==> src/rtl/pc_fetch_seq.sv <==
// rtl/pc_fetch_seq.sv - multi-program PC/fetch sequencer with branch, call/return stack and stall
// Optional cycle counter output is enabled by defining PC_FETCH_CYCLE_CNT_EN.
module pc_fetch_seq #(
    parameter int PC_W      = 10,
    parameter int NUM_PROGS = 4,
    parameter int SEL_W     = 2,
    parameter int RAS_DEPTH = 4
) (
    input  logic                      CLK,
    input  logic                      Init_n,
    input  logic                      Start,
    input  logic [SEL_W-1:0]          ProgSel,
    input  logic [NUM_PROGS*PC_W-1:0] Prog_start,
    input  logic [NUM_PROGS*PC_W-1:0] Prog_end,
    input  logic                      Stall,
    input  logic                      Branch_en,
    input  logic                      Flag_in,
    input  logic                      Branch_rel,
    input  logic [PC_W-1:0]           Target,
    input  logic                      Call_en,
    input  logic                      Ret_en,
    output logic [PC_W-1:0]           PC,
    output logic                      Halt,
    output logic                      Busy,
`ifdef PC_FETCH_CYCLE_CNT_EN
    output logic [31:0]               Cycle_cnt,
`endif
    output logic                      Ras_err
);

    localparam int PTR_W = $clog2(RAS_DEPTH);
    localparam int CNT_W = PTR_W + 1;

    typedef enum logic [1:0] {S_IDLE, S_RUN, S_HALTED} state_t;

    state_t            state, state_nxt;
    logic [PC_W-1:0]   pc_nxt, end_addr, end_nxt, pc_inc;
    logic [PC_W-1:0]   sel_start, sel_end;
    logic [PTR_W-1:0]  wp, wp_nxt, top_idx;
    logic [CNT_W-1:0]  ras_cnt, ras_cnt_nxt;
    logic              ras_err_nxt, push;
    logic [PC_W-1:0]   ras_mem [RAS_DEPTH];

    assign pc_inc  = PC + 1'b1;
    assign top_idx = wp - 1'b1;

    always_comb begin
        sel_start = '0;
        sel_end   = '0;
        for (int i = 0; i < NUM_PROGS; i++) begin
            if (ProgSel == SEL_W'(i)) begin
                sel_start = Prog_start[i*PC_W +: PC_W];
                sel_end   = Prog_end[i*PC_W +: PC_W];
            end
        end
    end

    always_comb begin
        state_nxt   = state;
        pc_nxt      = PC;
        end_nxt     = end_addr;
        wp_nxt      = wp;
        ras_cnt_nxt = ras_cnt;
        ras_err_nxt = Ras_err;
        push        = 1'b0;
        case (state)
            S_IDLE, S_HALTED: begin
                if (Start) begin
                    pc_nxt      = sel_start;
                    end_nxt     = sel_end;
                    state_nxt   = S_RUN;
                    wp_nxt      = '0;
                    ras_cnt_nxt = '0;
                    ras_err_nxt = 1'b0;
                end
            end
            S_RUN: begin
                if (Stall) begin
                    pc_nxt = PC;
                end else if (Ret_en) begin
                    if (ras_cnt != '0) begin
                        pc_nxt      = ras_mem[top_idx];
                        wp_nxt      = top_idx;
                        ras_cnt_nxt = ras_cnt - 1'b1;
                    end else begin
                        pc_nxt      = pc_inc;
                        ras_err_nxt = 1'b1;
                    end
                end else if (Branch_en && Flag_in) begin
                    pc_nxt = Branch_rel ? PC + Target : Target;
                end else if (Call_en) begin
                    // Full stack overwrites its oldest slot: the write pointer simply wraps.
                    push   = 1'b1;
                    pc_nxt = Target;
                    wp_nxt = wp + 1'b1;
                    if (ras_cnt == CNT_W'(RAS_DEPTH)) begin
                        ras_err_nxt = 1'b1;
                    end else begin
                        ras_cnt_nxt = ras_cnt + 1'b1;
                    end
                end else if (PC == end_addr) begin
                    pc_nxt    = pc_inc;
                    state_nxt = S_HALTED;
                end else begin
                    pc_nxt = pc_inc;
                end
            end
            default: state_nxt = S_IDLE;
        endcase
    end

    always_ff @(posedge CLK or negedge Init_n) begin
        if (!Init_n) begin
            state    <= S_IDLE;
            PC       <= '0;
            end_addr <= '0;
            wp       <= '0;
            ras_cnt  <= '0;
            Ras_err  <= 1'b0;
            Halt     <= 1'b0;
            Busy     <= 1'b0;
        end else begin
            state    <= state_nxt;
            PC       <= pc_nxt;
            end_addr <= end_nxt;
            wp       <= wp_nxt;
            ras_cnt  <= ras_cnt_nxt;
            Ras_err  <= ras_err_nxt;
            Halt     <= (state_nxt == S_HALTED);
            Busy     <= (state_nxt == S_RUN);
        end
    end

    // Stack contents need no reset; validity is tracked by ras_cnt.
    always_ff @(posedge CLK) begin
        if (push) begin
            ras_mem[wp] <= pc_inc;
        end
    end

`ifdef PC_FETCH_CYCLE_CNT_EN
    logic [31:0] cyc_cnt;

    always_ff @(posedge CLK or negedge Init_n) begin
        if (!Init_n) begin
            cyc_cnt <= '0;
        end else if (state == S_RUN) begin
            if (cyc_cnt != '1) begin
                cyc_cnt <= cyc_cnt + 1'b1;
            end
        end else if (Start) begin
            cyc_cnt <= '0;
        end
    end

    assign Cycle_cnt = cyc_cnt;
`endif

endmodule
==> config.mk <==
export PLATFORM = sky130hd
export DESIGN_NAME = pc_fetch_seq
export DESIGN_NICKNAME = d
export VERILOG_FILES = /design/src/rtl/pc_fetch_seq.sv
export SDC_FILE = /design/constraint.sdc
export NUM_CORES = 1
export LEC_CHECK = 0
export CAP_MARGIN = 20
export CORE_ASPECT_RATIO = 2
export CORE_MARGIN = 3
export CORE_UTILIZATION = 40
export DETAILED_ROUTE_END_ITERATION = 10
export HOLD_SLACK_MARGIN = 0.15
export PLACE_DENSITY = 0.75
export REMOVE_ABC_BUFFERS = 1
export SLEW_MARGIN = 20
export SYNTH_ARGS = -nofsm -noshare
export SYNTH_HDL_FRONTEND = slang
export SYNTH_SLANG_ARGS = --single-unit
==> constraint.sdc <==
create_clock -name CLK -period 2.3 [get_ports CLK]
set_input_delay 0.69 -clock CLK [delete_from_list [all_inputs] [get_ports CLK]]
set_output_delay 0.69 -clock CLK [all_outputs]
set_load 0.02 [all_outputs]
# ---- After elaboration in Yosys (flattened, before gate mapping)
# Memories as Yosys holds them, arrays and structs flattened.
# Index checks and enable logic that the tools add are counted.
dict set report word_totals {
  ff_bits 30
  latchBits 0
  mem_bits_rw 40
  mem_bits_ro 0
  input_bits 101
  output_inout_bits 13
  wordCells 96
  n_memories 1
}
# memory words width rd rd_clocked_by_memory_dff wr line_no
set mem_list {}
lappend mem_list {ras_mem 4 10 1 0 1 42} ;# logic [PC_W-1:0] ras_mem [RAS_DEPTH];
dict set report classes {
  n_addsub 6
  n_mul 0
  div 0
  magnitude_cmp 0
  eq_ne 17
  shifts 0
  n_mux 53
  bitwise 0
  reduce_logical 11
}
# op count
set op_table {}
lappend op_table {{10-bit 2-to-1 mux} 15}
lappend op_table {{2-bit 2-to-1 mux} 12}
lappend op_table {{3-bit 2-to-1 mux} 7}
lappend op_table {{10-bit case mux with 2 select lines} 1}
lappend op_table {{3-bit != test (second input constant)} 6}
lappend op_table {{1-bit 2-to-1 mux} 14}
lappend op_table {{7-bit AND reduction} 2}
lappend op_table {{10-bit by 1-bit adder with 10-bit output (second input constant)} 1}
lappend op_table {{10-bit adder} 1}
lappend op_table {{10-bit == test} 1}
lappend op_table {{2-bit == test (second input constant)} 4}
lappend op_table {{2-bit case mux with 2 select lines} 2}
lappend op_table {{2-bit by 1-bit == test with 1-bit output (second input constant)} 3}
lappend op_table {{3-bit case mux with 2 select lines} 1}
lappend op_table {{6-bit AND reduction} 1}
lappend op_table {{2-bit zero test} 2}
lappend op_table {{2-bit != test (second input constant)} 2}
lappend op_table {{3-bit by 1-bit adder with 3-bit output (second input constant)} 1}
lappend op_table {{3-bit == test (second input constant)} 1}
lappend op_table {{3-bit AND reduction} 1}
lappend op_table {{3-bit nonzero test} 1}
lappend op_table {{3-bit by 1-bit subtractor with 3-bit output (second input constant)} 1}
lappend op_table {{2-bit by 1-bit adder with 2-bit output (second input constant)} 1}
lappend op_table {{1-bit case mux with 2 select lines} 1}
lappend op_table {{other kinds (5)} 5}

# ---- Longest topological paths before layout
# Gate-level depths: netlist of the first run.
dict set report depth {
  word_depth 8
  ltp_mapped 9
  ltp_nobuf 8
}

# ---- Least setup slack after synthesis of the first run
# No wires, ideal clock.
dict set report synth_timing {
  kind {register to register}
  start {register wp[0]}
  end {register PC[0]}
  setup_ns 0.132
  arrival_ns 2.184
  required_time_ns 2.168
  slack_ns -0.016
  stages_incl_launch_ff 8
  n_path_buf 2
  synth_period_minus_slack_ns 2.316
  path_cell_list {dfrtp_1 buf_4 inv_1 ha_1 clkbuf_1 mux4_2 a2111oi_0 o31ai_1}
}
dict set report synth_via {
  elab_chain_len 6
}
# item line_no
set synth_rtl {}
lappend synth_rtl {{from (decl)} 39} ;# logic [PTR_W-1:0] wp, wp_nxt, top_idx;
lappend synth_rtl {{from (signal assigned)} 126} ;# wp <= wp_nxt;
lappend synth_rtl {{2-bit by 1-bit subtractor with 2-bit output} 45} ;# assign top_idx = wp - 1'b1;
lappend synth_rtl {{memory read 4 x 10 bit} n/a}
lappend synth_rtl {{10-bit 2-to-1 mux} 81} ;# if (ras_cnt != '0) begin
lappend synth_rtl {{10-bit 2-to-1 mux} 80} ;# end else if (Ret_en) begin
lappend synth_rtl {{10-bit 2-to-1 mux} 78} ;# if (Stall) begin
lappend synth_rtl {{10-bit case mux with 2 select lines} 66} ;# case (state)
lappend synth_rtl {{to (signal assigned)} 124} ;# PC <= pc_nxt;
lappend synth_rtl {{to (decl)} 22} ;# output logic [PC_W-1:0] PC,
# Every way passes these cells. The select of a mux whose other input is x is not followed.
# A chain may end at the register's enable or synchronous reset.

# ---- Worst setup path after layout of the first run
dict set report layout_timing {
  start {register PC[7]}
  end {output port PC[7]}
}
# No word-level cell between the ends.

==> results.json, run 1 <==
{
  "crit_family": "buffers and inverters",
  "coreArea_mm2": 0.0109,
  "crit_arrival_ps": 1580,
  "synth_seq_cells": 70,
  "critPathMaxFanout": 7,
  "ios": 114,
  "cp_cell_sequence": "buf_4 > clkdlybuf4s50_1",
  "place_ws_ps": -690,
  "grt_pass1_vias": 4511,
  "critical_path_required_ps": 1610,
  "seq_area_frac_synth": 0.435,
  "grt_antenna_before_repair": 0,
  "clk_path_buf_depth": 2,
  "first_iter_violations": 317,
  "grt_usage": 0.244,
  "clk_latency_ps": 330,
  "fin_nets": 689,
  "tightest_slew_ps": 616,
  "yosys_warnings": 0,
  "antenna_cells": 0,
  "powerDensity_mw_per_mm2": 1130,
  "initial_core_util": 0.410,
  "io_buffer_count": 113,
  "dominantRegCellSynth": "edfxtp_1",
  "status": "completed",
  "crit_buf_inv": 2,
  "cp-end-kind": "output port",
  "fin_crit_ps": 2270,
  "grt_overflow_total": 0,
  "cp_slowest_cell": "clkdlybuf4s50_1",
  "r2r_slack_ps": 50,
  "fp.dieW_um": 80.9,
  "numCtsBuffers": 9,
  "top_layer": "met4",
  "grt_setup_unrepaired": "false",
  "hold_class": "register to register",
  "utilization": 0.627,
  "cts_tree": "built",
  "final-max-slew-violation-count": 0,
  "wl_met2_mm": 8.27,
  "met1_length_mm": 4.46,
  "cts_sinks": 70,
  "dp.final_hpwl_mm": 11.8,
  "drc": 0,
  "worst_setup_path_start_kind": "register",
  "cts_max_level": 3,
  "fin_worst_skew_ps": 6.58,
  "irDropWorstVdd_uv": 583,
  "p_leak_nw": 2.80,
  "firstDrtPassIters": 5,
  "vias_per_cell": 5.80,
  "die_h_um": 156,
  "holdWs_ps": 493,
  "syn_inst": 383,
  "synthToLayoutAreaGrowth_pct": 53.0,
  "routed-via-count": 4162,
  "synthArstFlopShare": 0.429,
  "gp_congestion": 0.910,
  "setup_viol": 0,
  "min_period_over_period": 0.987,
  "syn_area_mm2": 0.00448,
  "total_power_mw": 7.73,
  "cts_root_buffer": "clkbuf_16",
  "hold_viol": 0,
  "grt_first_pass_wirelength_mm": 22.6,
  "max_slew_margin": 0.579,
  "drtAntennaViolNets": 0,
  "worstSetupPathType": "register to output port",
  "synth_edf_count": 40,
  "avgSynthCellArea_um2": 11.7,
  "clkSlewWorstSetupHoldPaths_ps": 60,
  "drive_gt1_frac": 0.289,
  "rows": 54,
  "die_area_mm2": 0.0126,
  "fmax_mhz": 441,
  "grt_max_degree": 31,
  "critPathMaxStageDelay_ps": 620,
  "wire_per_inst_um": 20.4,
  "synth_cell_types": 68,
  "maxCapViolCount": 0,
  "wl_met3_um": 789,
  "totalWireLength_mm": 14.6,
  "worst_slack_ps": 30.7,
  "finalSetupTns_ps": 0
}
flip-flops by register name (all words and copies together), names as in the netlist:
register	flops
ras_mem	40
PC	10
end_addr	10
ras_cnt	3
state	2
wp	2
Busy	1
Halt	1
Ras_err	1
final cells by class:
| type | instances | area (µm²) |
|---|---|---|
| Fill cell | 879 | 4090 |
| Multi-Input combinational cell | 284 | 2540 |
| Sequential cell | 70 | 1950 |
| Timing Repair Buffer | 196 | 1810 |
| Clock buffer | 9 | 225 |
| Tap cell | 140 | 175 |
| Clock inverter | 7 | 121 |
| Inverter | 11 | 41.3 |
layout by cell type (no fill, tap or decap), types with 6 or more instances in the layout:
master	instances
inv_1	11
xnor2_1	9
buf_4	78
nand3_1	9
a21oi_1	9
mux4_2	30
dfrtp_1	29
ha_1	6
nand2_1	57
clkbuf_16	9
edfxtp_1	40
and2_1	6
clkdlybuf4s50_1	96
ha_4	7
xor2_1	17
o22ai_1	8
o21ai_0	8
o21ai_1	10
nor2_1	13
dlygate4sd2_1	10
per-layer routing:
| metal | vias up | global-route usage |
|---|---|---|
| met5 | - | 0 |
| met2 | 220 | 0.454 |
| met4 | 0 | 0.174 |
| met3 | 64 | 0.0393 |
| met1 | 2022 | 0.230 |
| li1 | 1856 | - |
worst register-to-register path, stage by stage (launching register included):
cell      delay [ps]
dfrtp_1          430
ha_2             220
buf_4            140
a21o_1           200
a211oi_4         260
o21ai_1          120
buf_4            140
a222oi_1         380
buf_4            190
o21ai_1           60
metrics by stage:
step           instance area [µm²]  instances
3_3_place_gp                  6360        699
4_1_cts                       6810        717
6_report                      6860        717
3_5_place_dp                  6360        699
5_1_grt                       6860        717
2_1_floorplan                 4380        365
final timing paths:
kind / startpoint / end / cells past startpoint
max reg2reg: PC[0] / PC[3] / 9
max: PC[7] / PC[7] / 2
max in group asynchronous: Init_n / PC[1] / 2
min: end_addr[6] / end_addr[6] / 2
min in group asynchronous: Init_n / ras_cnt[0] / 2
min reg2reg: end_addr[6] / end_addr[6] / 2
cell usage after synthesis (all sizes together) (3+ instances only):
master,instances,area [µm²]
a211oi,3,27.5
a21o,4,31.3
a21oi,13,65.1
a22oi,5,37.5
a31oi,3,18.8
and2,7,43.8
and3,4,26.3
buf,11,73.8
clkbuf,7,26.3
dfrtp,30,751
edfxtp,40,1200
ha,14,175
inv,11,41.3
mux4,30,676
nand2,57,214
nand2b,4,25.0
nand3,10,55.1
nand4,4,31.3
nand4b,3,26.3
nor2,16,65.1
nor3,6,41.3
nor4,4,25.0
o211ai,3,22.5
o21ai,20,104
o221ai,3,26.3
o22ai,9,56.3
o31ai,3,22.5
xnor2,9,78.8
xor2,19,181
what timing repair did:
item,in CTS,in global routing
buffers inserted,2,0
gates resized for setup,30,16
pin swaps,13,8
setup endpoints to repair,11,7
hold buffers,0,0
report_power, final:
group          internal (mW)  switching [mW]
Clock                   1.06           0.534
Sequential              1.72           0.282
Combinational           1.98            2.15
Total                   4.77            2.97
cell families (layout without fill, tap and decap cells):
group | Yosys count | after routing | share of synthesized area
AND/OR/NAND/NOR | 125 | 125 | 0.144
XOR/XNOR | 28 | 28 | 0.0580
multiplexers | 31 | 31 | 0.153
AO/OA/AOI/OAI | 84 | 84 | 0.131
flip-flops | 70 | 70 | 0.435
buffers and inverters | 29 | 223 | 0.0315
adder cells (fa/ha/maj) | 16 | 16 | 0.0480
(Power assumes the default switching activity.)
==> run 2, diff against run 1 <==
Settings changed: CORE_ASPECT_RATIO 2 to default.
==> results.json, run 2 (synthesized netlist as in run 1, its figures left out) <==
{
  "antenna_cells": 0,
  "cts_max_level": 3,
  "final_cells": 722,
  "final-max-slew-violation-count": 0,
  "rows": 38,
  "routed-via-count": 4074,
  "cts_sinks": 70,
  "worst_setup_path_start_kind": "primary input",
  "io_buffer_count": 113,
  "cts.hold.buffers_added": 0,
  "crit_arrival_ps": 2530,
  "maxCapViolCount": 0,
  "numPlacedInstances": 706,
  "synthToLayoutAreaGrowth_pct": 49.7,
  "initial_core_util": 0.412,
  "critPathMaxStageDelay_ps": 520,
  "grt_first_pass_wirelength_mm": 22.4,
  "clkSlewWorstSetupHoldPaths_ps": 70,
  "cts_root_buffer": "clkbuf_8",
  "postCtsSetupBuffers": 0,
  "fin_worst_skew_ps": 8.86,
  "cp_cell_sequence": "clkdlybuf4s50_1 > nand2_1 > nand2_1 > buf_4 > a221o_1 > or2_4 > o21ai_2 > o2bb2ai_1",
  "setup_viol": 0,
  "grt_setup_unrepaired": "true",
  "cp-end-kind": "register",
  "p_leak_nw": 2.71,
  "grt_usage": 0.227,
  "fp.dieW_um": 112,
  "clk_path_buf_depth": 2,
  "cpMostUsedCell": "nand2_1",
  "firstDrtPassIters": 5,
  "numCtsBuffers": 9,
  "grt_overflow_total": 0,
  "min_period_over_period": 0.983,
  "dp.final_hpwl_mm": 11.0,
  "drive_gt1_frac": 0.285,
  "hold_class": "register to register",
  "largest_reg_flops": 40,
  "max_slew_margin": 0.691,
  "hold_viol": 0,
  "die_h_um": 112,
  "final_cell_mix": "100 x clkdlybuf4s50_1, 82 x buf_4, 57 x nand2_1",
  "top_register": "ras_mem",
  "grt_antenna_before_repair": 0,
  "ios": 114,
  "coreArea_mm2": 0.0109,
  "grt_pass1_vias": 4354,
  "cp_slowest_cell": "clkdlybuf4s50_1",
  "top_regs": "ras_mem (40), PC (10), end_addr (10)",
  "powerDensity_mw_per_mm2": 1020,
  "first_iter_violations": 287,
  "critPathMaxFanout": 7,
  "vias_per_cell": 5.64,
  "drc": 0,
  "tightest_slew_ps": 460,
  "fin_crit_ps": 2260,
  "worstSetupPathType": "primary input to register",
  "cts_tree": "built",
  "fmax_mhz": 442,
  "die_area_mm2": 0.0125,
  "gp_congestion": 0.945,
  "fin_nets": 694,
  "totalWireLength_mm": 13.9,
  "drtAntennaViolNets": 0,
  "wire_per_inst_um": 19.3,
  "clk_latency_ps": 350,
  "total_power_mw": 6.83,
  "final_common_cell": "clkdlybuf4s50_1",
  "grt_max_degree": 31,
  "status": "completed",
  "critical_path_required_ps": 2570,
  "irDropWorstVdd_uv": 451
}
run 2: final cells by class:
cell class | count | area [µm²]
clock inverters | 6 | 38.8
inverters | 11 | 41.3
fillers | 891 | 4180
clock buffers | 10 | 128
multi-input cells | 284 | 2520
well taps | 140 | 175
flip-flops and latches | 70 | 1950
repair buffers | 201 | 1860
run 2: worst paths after layout:
path / end / start / slack (ps) / cells past startpoint
max: ras_cnt[2] / Branch_en / 40 / 8
min: end_addr[9] / end_addr[9] / 500 / 2
max reg2reg: PC[9] / PC[0] / 140 / 7
min reg2reg: end_addr[9] / end_addr[9] / 500 / 2
max in group asynchronous: PC[1] / Init_n / 1240 / 2
min in group asynchronous: PC[5] / Init_n / 740 / 2
run 2: metal layers:
| layer | part of all wire | vias up | track usage |
|---|---|---|---|
| met2 | 0.50 | 221 | 0.394 |
| met4 | 0.021 | 0 | 0.0787 |
| met1 | 0.40 | 1952 | 0.289 |
| met5 | 0 | - | 0 |
| met3 | 0.083 | 30 | 0.0370 |
| li1 | - | 1871 | - |
run 2: timing repair:
action,in CTS,in global routing
resized for setup,25,9
pin swaps,11,3
endpoints found under the setup margin,7,47
run 2: where the power goes:
part	internal (mW)	total (mW)	switching (mW)
sequential	1.72	1.97	0.247
combinational	1.95	4.01	2.06
clock	0.387	0.849	0.462
total	4.06	6.83	2.77
run 2: worst max-delay path, delay by kind of cell:
kind / cells / cell delay, ps
buffers and inverters: 2 / 710
AOI/OAI and AO/OA: 3 / 580
and+or+nand+nor: 3 / 550
run 2: per-stage QoR:
stage / hold WS, ps / setup slack [ps] / setup TNS (ps) / instance area (µm²) / util
floorplan: 394 / -113 / -178 / 4380 / -
global placement: 478 / -589 / -20370 / 6430 / 0.590
detailed placement: 485 / -677 / -19500 / 6430 / 0.590
CTS: 503 / 6.46 / 0 / 6670 / 0.613
global route: 523 / -61.2 / -61.2 / 6710 / 0.617
finish: 495 / 39.3 / 0 / 6710 / 0.617
